[config.mk]
export PLATFORM = sky130hd
export DESIGN_NAME = alu_cmd_issuer
export DESIGN_NICKNAME = d
export VERILOG_FILES = /design/src/rtl/alu_pkg.sv /design/src/rtl/alu_cmd_fifo.sv /design/src/rtl/alu_cmd_issuer.sv
export SDC_FILE = /design/constraint.sdc
export NUM_CORES = 1
export LEC_CHECK = 0
export ABC_AREA = 1
export CAP_MARGIN = 10
export CORE_UTILIZATION = 68
export DETAILED_ROUTE_END_ITERATION = 7
export DONT_BUFFER_PORTS = 1
export HOLD_SLACK_MARGIN = 0.02
export PLACE_DENSITY = 0.9
export SYNTH_ARGS = -nofsm -noshare
export SYNTH_HDL_FRONTEND = slang
export SYNTH_SLANG_ARGS = --single-unit
[constraint.sdc]
create_clock -name clk -period 3.9 [get_ports clk]
set_input_delay 0.975 -clock clk [delete_from_list [all_inputs] [get_ports clk]]
set_output_delay 0.975 -clock clk [all_outputs]
set_load 0.005 [all_outputs]
[src/rtl/alu_pkg.sv]
// Shared types and constants for the ALU command issuer, its FIFO and the bench.
package alu_pkg;

    localparam int unsigned ALU_WIDTH = 8;
    localparam int unsigned ALU_SEL_W = 3;
    localparam int unsigned ALU_RES_W = 16;

    typedef enum logic [1:0] {
        IDLE = 2'd0,
        EXEC = 2'd1,
        RESP = 2'd2
    } state_t;

    typedef struct packed {
        logic [ALU_WIDTH-1:0] a;
        logic [ALU_WIDTH-1:0] b;
        logic [ALU_SEL_W-1:0] sel;
    } cmd_t;

    localparam logic [ALU_SEL_W-1:0] OP_ADD = 3'd0;
    localparam logic [ALU_SEL_W-1:0] OP_SUB = 3'd1;
    localparam logic [ALU_SEL_W-1:0] OP_AND = 3'd2;
    localparam logic [ALU_SEL_W-1:0] OP_OR  = 3'd3;
    localparam logic [ALU_SEL_W-1:0] OP_XOR = 3'd4;
    localparam logic [ALU_SEL_W-1:0] OP_MUL = 3'd5;
    localparam logic [ALU_SEL_W-1:0] OP_SHL = 3'd6;
    localparam logic [ALU_SEL_W-1:0] OP_SHR = 3'd7;

endpackage

[src/rtl/alu_cmd_fifo.sv]
// Synchronous command FIFO with naturally wrapping pointers and an occupancy counter.
module alu_cmd_fifo
    import alu_pkg::*;
#(
    parameter int unsigned DEPTH = 4
) (
    input  logic                       clk,
    input  logic                       rst,
    input  logic                       push,
    input  cmd_t                       din,
    input  logic                       pop,
    output cmd_t                       dout,
    output logic [$clog2(DEPTH+1)-1:0] count,
    output logic                       full,
    output logic                       empty
);

    localparam int unsigned PTR_W = $clog2(DEPTH);
    localparam int unsigned CNT_W = $clog2(DEPTH + 1);

    cmd_t             mem [DEPTH];
    logic [PTR_W-1:0] wr_ptr;
    logic [PTR_W-1:0] rd_ptr;

    always_ff @(posedge clk or posedge rst) begin
        if (rst) begin
            wr_ptr <= '0;
            rd_ptr <= '0;
            count  <= '0;
        end else begin
            if (push) wr_ptr <= wr_ptr + PTR_W'(1);
            if (pop)  rd_ptr <= rd_ptr + PTR_W'(1);
            case ({push, pop})
                2'b10:   count <= count + CNT_W'(1);
                2'b01:   count <= count - CNT_W'(1);
                default: count <= count;
            endcase
        end
    end

    // Storage needs no reset: entries are only read after being written.
    always_ff @(posedge clk) begin
        if (push) mem[wr_ptr] <= din;
    end

    assign dout  = mem[rd_ptr];
    assign full  = (count == CNT_W'(DEPTH));
    assign empty = (count == '0);

endmodule

[src/rtl/alu_cmd_issuer.sv]
// Buffers ALU commands, issues them one at a time and holds each tagged result until consumed.
module alu_cmd_issuer
    import alu_pkg::*;
#(
    parameter int unsigned WIDTH = ALU_WIDTH,
    parameter int unsigned SEL_W = ALU_SEL_W,
    parameter int unsigned RES_W = ALU_RES_W,
    parameter int unsigned DEPTH = 4,
    parameter int unsigned TAG_W = 4
) (
    input  logic                       clk,
    input  logic                       rst,
    input  logic                       cmd_valid,
    output logic                       cmd_ready,
    input  logic [WIDTH-1:0]           cmd_a,
    input  logic [WIDTH-1:0]           cmd_b,
    input  logic [SEL_W-1:0]           cmd_sel,
    output logic [WIDTH-1:0]           alu_a,
    output logic [WIDTH-1:0]           alu_b,
    output logic [SEL_W-1:0]           alu_sel,
    input  logic [RES_W-1:0]           alu_y,
    output logic                       res_valid,
    input  logic                       res_ready,
    output logic [RES_W-1:0]           res_y,
    output logic [TAG_W-1:0]           res_tag,
    output logic [$clog2(DEPTH+1)-1:0] count,
    output logic                       busy
);

    state_t           state;
    cmd_t             wr_cmd;
    cmd_t             head;
    logic             push;
    logic             pop;
    logic             full;
    logic             empty;
    logic [TAG_W-1:0] tag_cnt;
    logic [TAG_W-1:0] issue_tag;

    assign wr_cmd    = '{a: cmd_a, b: cmd_b, sel: cmd_sel};
    assign cmd_ready = !full;
    assign push      = cmd_valid && cmd_ready;
    // Issue from IDLE, or straight from RESP on the edge the result is consumed.
    assign pop       = !empty && ((state == IDLE) || ((state == RESP) && res_ready));
    assign busy      = (state != IDLE) || !empty;

    alu_cmd_fifo #(.DEPTH(DEPTH)) u_fifo (
        .clk   (clk),
        .rst   (rst),
        .push  (push),
        .din   (wr_cmd),
        .pop   (pop),
        .dout  (head),
        .count (count),
        .full  (full),
        .empty (empty)
    );

    always_ff @(posedge clk or posedge rst) begin
        if (rst) begin
            state     <= IDLE;
            alu_a     <= '0;
            alu_b     <= '0;
            alu_sel   <= '0;
            res_y     <= '0;
            res_tag   <= '0;
            res_valid <= 1'b0;
            tag_cnt   <= '0;
            issue_tag <= '0;
        end else begin
            if (pop) begin
                alu_a     <= head.a;
                alu_b     <= head.b;
                alu_sel   <= head.sel;
                issue_tag <= tag_cnt;
                tag_cnt   <= tag_cnt + TAG_W'(1);
            end
            case (state)
                IDLE: begin
                    if (pop) state <= EXEC;
                end
                EXEC: begin
                    res_y     <= alu_y;
                    res_tag   <= issue_tag;
                    res_valid <= 1'b1;
                    state     <= RESP;
                end
                RESP: begin
                    if (res_ready) begin
                        res_valid <= 1'b0;
                        state     <= pop ? EXEC : IDLE;
                    end
                end
                default: state <= IDLE;
            endcase
        end
    end

endmodule

Word-level counts from Yosys, hierarchy flattened
Memories as Yosys holds them, arrays and structs flattened. A register that Yosys moved wholly into a read port is not among the register bits.
Index checks and enable logic that the tools add are counted.
{"block": "totals", "reg_bits": 38, "mem_bits_rw": 76, "input_bits": 39, "output_inout_bits": 45, "wordCells": 45, "n_memories": 1}
{"block": "op_classes", "n_addsub": 5, "n_eq_ne": 7, "n_mux": 9, "n_reduce_logical": 14}
{"name": "u_fifo.mem", "words": 4, "width": 19, "rd": 1, "rd_clocked_by_memory_dff": 1, "write_ports": 1, "line_no": "alu_cmd_fifo.sv:21", "source": "cmd_t mem [DEPTH];"}
{"cell": "one-hot mux 2 bit (3 select lines)", "count": 1}
{"cell": "one-hot mux 3 bit (2 select lines)", "count": 1}
{"cell": "nonzero test 2 bit", "count": 3}
{"cell": "adder 2 x 1 -> 2 bit, second input constant", "count": 2}
{"cell": "adder 4 x 1 -> 4 bit, second input constant", "count": 1}
{"cell": "== test 2 x 1 -> 1 bit, second input constant", "count": 2}
{"cell": "== test 2 bit, second input constant", "count": 2}
{"cell": "2-to-1 mux 1 bit", "count": 4}
{"cell": "2-to-1 mux 2 bit", "count": 2}
{"cell": "inequality test 2 bit, second input constant", "count": 2}
{"cell": "AND reduction 2 bit", "count": 2}
{"cell": "adder 3 x 1 -> 3 bit, second input constant", "count": 1}
{"cell": "== test 3 bit, second input constant", "count": 1}
{"cell": "logical AND 1 bit", "count": 3}
{"cell": "logical NOT 3 bit", "count": 1}
{"cell": "subtractor 3 x 1 -> 3 bit, second input constant", "count": 1}
{"cell": "logical NOT 1 bit", "count": 2}
{"cell": "logical NOT 2 bit", "count": 1}
{"cell": "logical OR 1 bit", "count": 2}
{"cell": "one-hot mux 1 bit (2 select lines)", "count": 1}

Logic depth before layout (Yosys ltp)
Gate-level depths: netlist of the first run.
{"block": "depth", "word_depth": 7, "depth_mapped": 11, "depth_no_buf": 10}

Hierarchy
Synthesis of the first run repeated with hierarchy kept, for this count alone.
{"block": "hier_totals", "cells_unflattened": 493, "hier_area_um2": 5640.4}
{"mod": "alu_cmd_fifo", "instances": 1, "cells_each": 272, "area_each_um2": 3563.4, "seq_area_each_um2": 2457.4}
{"mod": "alu_cmd_issuer", "instances": 1, "cells_each": 221, "area_each_um2": 2077.0, "seq_area_each_um2": 1251.2}

Worst setup path after synthesis of the first run
No wires, ideal clock.
{"block": "synth_path", "kind": "input-to-reg", "from": "input cmd_valid", "to": "memory u_fifo.mem[0][0] in the netlist's numbering, enable pin", "setup_ps": 395, "arrival_ps": 1959, "t_required_ps": 3505, "path_slack_ps": 1547, "cell_stages": 2, "n_path_buf": 0, "cell_sequence": "nand2_1 -> nor2_1"}
{"block": "synth_between", "elab_chain_len": 3}
{"item": "start: declaration", "line_no": "alu_cmd_issuer.sv:13", "source": "input logic cmd_valid,"}
{"item": "logical AND 1 bit", "line_no": "alu_cmd_issuer.sv:42", "source": "assign push = cmd_valid && cmd_ready;"}
{"item": "2-to-1 mux 1 bit", "line_no": "alu_cmd_fifo.sv:43", "source": "if (push) mem[wr_ptr] <= din;"}
{"item": "2-to-1 mux 1 bit (implied by the code)", "line_no": "alu_cmd_fifo.sv:43"}
{"item": "end: declaration", "line_no": "alu_cmd_fifo.sv:21"}
No other way between the ends.

Final worst setup path of the first run
{"block": "layout_path", "from": "register state[0]", "to": "output busy"}
{"block": "layout_between", "elab_chain_len": 2}
{"item": "start: declaration", "line_no": "alu_cmd_issuer.sv:30", "source": "state_t state;"}
{"item": "start signal: assignment", "line_no": "alu_cmd_issuer.sv:91", "source": "state <= pop ? EXEC : IDLE;"}
{"item": "nonzero test 2 bit", "line_no": "alu_cmd_issuer.sv:45", "source": "assign busy = (state != IDLE) || !empty;"}
{"item": "logical OR 1 bit", "line_no": "alu_cmd_issuer.sv:45"}
{"item": "end: declaration", "line_no": "alu_cmd_issuer.sv:27", "source": "output logic busy"}
No other way between the ends.

==> impl_metrics.yaml, run 1 <==
routing:
  antenna_left: 0
  routed_via_density: 5.492
  initialDrtViolationCount: 254
  via_count: 3784
  drt-pass1-iter-count: 5
  drc: 0
  post_drt_wl_per_cell_um: 16.64
  drt-total-wl_mm: 11.46
cts:
  cts_setup_buffers: 0
  h-tree-depth: 4
  cts_sinks: 133
  tritoncts: "yes"
  clock_latency_ps: 530
  cts_resized: 0
  numCtsBuffers: 17
  root_buffer: "clkbuf_8"
  clk_path_buf_depth: 2
  clkTransAtPathRegs_ps: 60
  holdBufCountCts: 0
final_layout:
  final_layout_size_suffix_gt1_frac: 0.06985
  nFillCells: 449
  antennaDiodeCount: 0
  final_cell_count_no_fill: 689
  design_area_mm2: 0.006223
  area_delta_synth_final_pct: 10.39
  final_nets: 620
setup_path:
  crit_type: "register to output port"
  crit_fanout: 26
  slowest_stage: "dfrtp_1"
  crit_path_max_incr_delay_ps: 850
  crit_chain: "nor2_1, nand2_1"
  critPathLaunchType: "register"
  arrival_ps: 1620
  endpoint_kind: "output port"
  required_ps: 2920
floorplanning:
  dieArea_mm2: 0.008659
  initial_utilization: 0.7148
  core_mm2: 0.007888
  rows: 32
  num_io_pins: 84
  fp.dieH_um: 93.06
  die_x_um: 93.06
synthesis:
  yosys.area.top_type_share: 0.4048
  synth.most_common_cell: "nand2_1"
  ys.flop_type: "edfxtp_1"
  yosysSeqAreaShare: 0.6578
  synthCells: 577
  syn_nets: 623
  synth_seq_cells: 133
  synth.largest_area_cell: "edfxtp_1"
  yosys-top-cells-count: "nand2_1, inv_1, edfxtp_1"
  synth_area_mm2: 0.005638
  async_flop_share: 0.4286
  synth.avg_cell_area_um2: 9.771
  ys_warn_count: 0
  synthTopCellsByArea: "edfxtp_1, dfrtp_1, nand2_1"
  ys_types: 22
  synth-edff-count: 76
sta:
  fmax_ghz: 0.3852
  setup_ws_ps: 1304
  post-route-period-util: 0.6656
  fin_skew_ps: 8.634
  rsz0062_at_grt: "no"
  setup_tns_ps: 0
  report.final.slew_viol_count: 0
  tightest_slew_ps: 1146
  slew_headroom: 0.2349
  setup_viol_count_final: 0
  period_minus_slack_ps: 2596
  hold_viol_final: 0
placed_design:
  post-place-ws_ps: 1381
  placed_area_mm2: 0.005649
  gp_congestion: 0.7451
  dp_hpwl_mm: 6.680
  numPortBuffers: 0
  dp_cells: 657
worst_hold_path:
  hold_class: "register to register"
pwr:
  power.leakage_uw: 0.003061
  power_uw: 5405
  ir_worst_vdd_mv: 0.5218
  cellPowerDensity_mw_per_mm2: 868.5
global_routing:
  grtUsageTotal: 0.2938
  grt_start_max_net_pins: 42
  grt_pass1_wl_mm: 18.39
  antenna_found_initial: 0
  grt-ovfl-total: 0
  grt_pass1_vias: 3955
run_status:
  outcome: "completed"
job:
  max_cap_viol_count: 0
[cells in the final DEF, fill, tap and decap left out]
master        n
nor2_1        2
a21oi_2       1
clkbuf_16    16
dfrtp_1      57
fa_1          1
edfxtp_1     76
nand2_1     233
nor2_2        4
inv_2         5
clkbuf_8      2
clkbuf_1      5
clkinv_1      1
clkinvlp_4    2
o21bai_4      1
xnor2_1       1
ha_1          6
nor3_1        1
a21oi_1       1
nand4_1       1
clkinv_2      2
inv_1        92
xor2_1        4
nand3_1      63
bufinv_16     3
buf_4         3
clkinv_4      1
nor2_4        1
o21ai_0       2
[cells by family (layout without fill, tap and decap cells)]
group,count (synthesis),count (layout),synth area share
flip-flops,133,133,0.6578
AND/OR/NAND/NOR,305,305,0.2190
AO/OA/AOI/OAI,5,5,0.007545
XOR/XNOR,5,5,0.007767
adder cells (fa/ha/maj),7,7,0.01687
buffers and inverters,122,132,0.09099
[layer usage]
| metal | share of wire | routed length (um) | GRT usage | vias up |
|---|---|---|---|---|
| met5 | 0 | 0 | 0 | - |
| met4 | 0.024 | 276 | 0.1756 | 0 |
| met3 | 0.076 | 868 | 0.08780 | 28 |
| met2 | 0.53 | 6097 | 0.5104 | 187 |
| met1 | 0.37 | 4219 | 0.3156 | 1799 |
| li1 | - | - | - | 1770 |
[critical path: cells and delay by family (launching register included)]
family,cells,cell delay [ps]
DFF,1,850
and+or+nand+nor,2,240
[through the flow]
step	hold slack, ps	utilization
3_3_place_gp	464.3	0.7162
6_report	479.3	0.7890
3_5_place_dp	468.6	0.7162
4_1_cts	483.9	0.7890
2_1_floorplan	449.6	-
5_1_grt	510.2	0.7890
[cell type report]
class | instances | area [um^2] | area share
well taps | 102 | 127.6 | 0.02051
clock buffers | 23 | 446.7 | 0.07177
repair buffers | 3 | 22.52 | 0.003619
clock inverters | 9 | 127.6 | 0.02051
inverters | 97 | 364.1 | 0.05850
flip-flops and latches | 133 | 3709 | 0.5959
multi-input cells | 322 | 1426 | 0.2292
[report_power, final]
group	switching, uW	internal [uW]	leakage (uW)	total, uW
Sequential	348	1970	0.00140	2320
Clock	548	986	0.000274	1530
Combinational	1080	476	0.00139	1550
[worst paths after layout]
check | from | to | slack, ps | depth (start not counted)
max | state[0]$_DFFE_PP0P_ | busy | 1300 | 2
min | issue_tag[1]$_DFFE_PP0P_ | issue_tag[1]$_DFFE_PP0P_ | 480 | 2
max reg2reg | state[0]$_DFFE_PP0P_ | u_fifo.count[2]$_DFFE_PP0P_ | 1360 | 8
min reg2reg | issue_tag[1]$_DFFE_PP0P_ | issue_tag[1]$_DFFE_PP0P_ | 480 | 2
max in group asynchronous | rst | alu_a[7]$_DFFE_PP0P_ | 2640 | 2
min in group asynchronous | rst | alu_a[6]$_DFFE_PP0P_ | 490 | 1
[flip-flops by register name, summed over array words and instances, names as in the netlist, 3 cells and up]
| signal | cells |
|---|---|
| alu_b | 8 |
| issue_tag | 4 |
| u_fifo.count | 3 |
| res_tag | 4 |
| alu_sel | 3 |
| alu_a | 8 |
| res_y | 16 |
| tag_cnt | 4 |
| u_fifo.mem | 76 |
No activity file was read; power rests on OpenSTA's default activity.
==> run 2, diff against run 1 <==
--- a/config.mk
+++ b/config.mk
@@ -7,11 +7,11 @@
 export LEC_CHECK = 0
 export ABC_AREA = 1
 export CAP_MARGIN = 10
-export CORE_UTILIZATION = 68
+export CORE_UTILIZATION = 57
 export DETAILED_ROUTE_END_ITERATION = 7
 export DONT_BUFFER_PORTS = 1
 export HOLD_SLACK_MARGIN = 0.02
-export PLACE_DENSITY = 0.9
+export PLACE_DENSITY = 0.81
 export SYNTH_ARGS = -nofsm -noshare
 export SYNTH_HDL_FRONTEND = slang
 export SYNTH_SLANG_ARGS = --single-unit
==> constraint.sdc (replaced) <==
create_clock -name clk -period 2.1 [get_ports clk]
set_input_delay 0.525 -clock clk [delete_from_list [all_inputs] [get_ports clk]]
set_output_delay 0.525 -clock clk [all_outputs]
set_load 0.005 [all_outputs]
==> run 2 against run 1 <==
Utilization down 12 points. Global-route usage is 6.3 points lower. Largest power group unchanged. First-iteration DRC count shrank 20%. Critical path type unchanged. Die area is 19% higher. Clock skew down 3.9 ps. Via count fell by 1.1%.
==> impl_metrics.yaml, run 2 (same netlist as run 1, synthesis figures left out) <==
run_status:
  outcome: "completed"
pwr:
  power.leakage_uw: 0.003110
  p_int_uw: 6295
  seq_power_share: 0.419
  switching_share: 0.3654
  cellPowerDensity_mw_per_mm2: 1566
  combPwrFrac: 0.305
  p_clk_frac: 0.276
  ir_worst_vdd_mv: 0.7529
  switchingPower_uw: 3625
cts:
  h-tree-depth: 4
  tritoncts: "yes"
  clk_path_buf_depth: 2
  clkTransAtPathRegs_ps: 60
  clock_latency_ps: 520
  cts_sinks: 133
  numCtsBuffers: 17
  root_buffer: "clkbuf_8"
sta:
  setup_tns_ps: 0
  tightest_slew_ps: 670.0
  hold_viol_final: 0
  period_minus_slack_ps: 1929
  rsz0062_at_grt: "no"
  fin_skew_ps: 4.691
  setup_viol_count_final: 0
  post-route-period-util: 0.9186
  report.final.slew_viol_count: 0
  fmax_ghz: 0.5184
  slew_headroom: 0.5527
global_routing:
  grt_start_max_net_pins: 41
  antenna_found_initial: 0
  grtUsageTotal: 0.2310
  grt-ovfl-total: 0
  grt_pass1_vias: 3744
  grt_pass1_wl_mm: 17.28
floorplanning:
  fp.dieH_um: 101.5
  core_mm2: 0.009415
  die_x_um: 101.5
  initial_utilization: 0.5988
  rows: 35
  dieArea_mm2: 0.01029
  num_io_pins: 84
setup_path:
  slowest_stage: "dfrtp_1"
  rr_endpoint: "u_fifo.count[2]$_DFFE_PP0P_"
  r2r_slack_ps: 260
  r2r-start: "u_fifo.count[0]$_DFFE_PP0P_"
  crit_start: "u_fifo.count[0]$_DFFE_PP0P_"
  crit_type: "register to output port"
  crit_path_max_incr_delay_ps: 440
  cp.buffers_inverters: 2
  endpoint_kind: "output port"
  path_depth: 4
  crit_chain: "inv_1, nand3_1, inv_1, nand2_1"
  arrival_ps: 1400
  cp_common_cell: "inv_1"
  critical_path.endpoint: "busy"
  required_ps: 1570
  critPathTopFamily: "flip-flops"
  crit_fanout: 4
  ff2ff_path_depth: 9
  critPathLaunchType: "register"
final_layout:
  final_common_cell: "nand2_1"
  antennaDiodeCount: 0
  final_layout_size_suffix_gt1_frac: 0.09197
  area_delta_synth_final_pct: 12.36
  top_register: "u_fifo.mem"
  final_cell_mix: "nand2_1, inv_1, edfxtp_1"
  final_nets: 631
  nFillCells: 686
  final_cell_count_no_fill: 727
  reg_top3: "u_fifo.mem: 76 flops, res_y: 16 flops"
  seqCellArea_mm2: 0.003709
  largest_reg_flops: 76
  multi_input_area_mm2: 0.001426
routing:
  via_count: 3742
  post_drt_wl_per_cell_um: 14.80
  antenna_left: 0
  initialDrtViolationCount: 204
  drt-total-wl_mm: 10.76
  drt-pass1-iter-count: 4
  drc: 0
  routed_via_density: 5.147
placed_design:
  dp_hpwl_mm: 6.435
  dp_cells: 694
  gp_congestion: 0.7167
  numPortBuffers: 0
worst_hold_path:
  hold_class: "input port to register"
job:
  max_cap_viol_count: 0
[run 2: final cells by class]
type                       instances  area share
clock buffer                      18     0.06597
timing repair buffer              14     0.01896
sequential                       133      0.5854
inverter                          97     0.05748
clock inverter                    14     0.02153
tap                              129     0.02548
multi-input combinational        322      0.2252
[run 2: per-layer routing]
layer  share of wire  GRT usage  wire length (um)
met2            0.52     0.4092              5565
met3           0.081    0.07039               874
met4           0.018     0.1137               190
met1            0.38     0.2525              4128
met5               0          0                 0
[run 2: worst min-delay path by stage]
stage	from	to	slack, ps	cells past startpoint
2_1_floorplan	issue_tag[3]$_DFFE_PP0P_	issue_tag[3]$_DFFE_PP0P_	450	2
3_3_place_gp	issue_tag[1]$_DFFE_PP0P_	issue_tag[1]$_DFFE_PP0P_	460	2
3_5_place_dp	issue_tag[0]$_DFFE_PP0P_	issue_tag[0]$_DFFE_PP0P_	470	2
4_1_cts	cmd_a[4]	u_fifo.mem[2][15]$_DFFE_PP_	80	0
5_1_grt	cmd_sel[2]	u_fifo.mem[1][2]$_DFFE_PP_	80	0
6_report	cmd_a[4]	u_fifo.mem[2][15]$_DFFE_PP_	100	0
[run 2: stage by stage]
step,util,hold WS (ps),instance area [um^2],total power [uW],setup slack (ps)
floorplan,-,449.6,5638,6526,82.06
global placement,0.6129,462.5,5771,7038,302.9
detailed placement,0.6129,467.6,5771,7215,242.1
CTS,0.6728,79.22,6335,10000,134.2
global route,0.6728,76.91,6335,10660,44.28
finish,0.6728,97.46,6335,9920,170.9
[run 2: what timing repair did]
item                      4_1_cts  5_1_grt
gates resized for setup         0        0
hold endpoints to repair       21        0
buffers inserted                0        0
hold buffers                    1        0
[run 2: power groups by stage]
| stage | Combinational [uW] | Clock, uW | Sequential (uW) |
|---|---|---|---|
| after floorplan | 2450 | 0 | 4080 |
| after global placement | 2870 | 0 | 4170 |
| after detailed placement | 3010 | 0 | 4210 |
| after CTS | 3060 | 2770 | 4160 |
| after global routing | 3500 | 2890 | 4260 |
| final | 3030 | 2740 | 4160 |
==> run 3, diff against run 2 <==
--- a/config.mk
+++ b/config.mk
@@ -12,6 +12,8 @@
 export DONT_BUFFER_PORTS = 1
 export HOLD_SLACK_MARGIN = 0.02
 export PLACE_DENSITY = 0.81
+export SKIP_LAST_GASP = 1
+export SLEW_MARGIN = 15
 export SYNTH_ARGS = -nofsm -noshare
 export SYNTH_HDL_FRONTEND = slang
 export SYNTH_SLANG_ARGS = --single-unit
==> results of run 3 <==
Same layout as run 2: the final DEF is identical, and so are final timing and power.
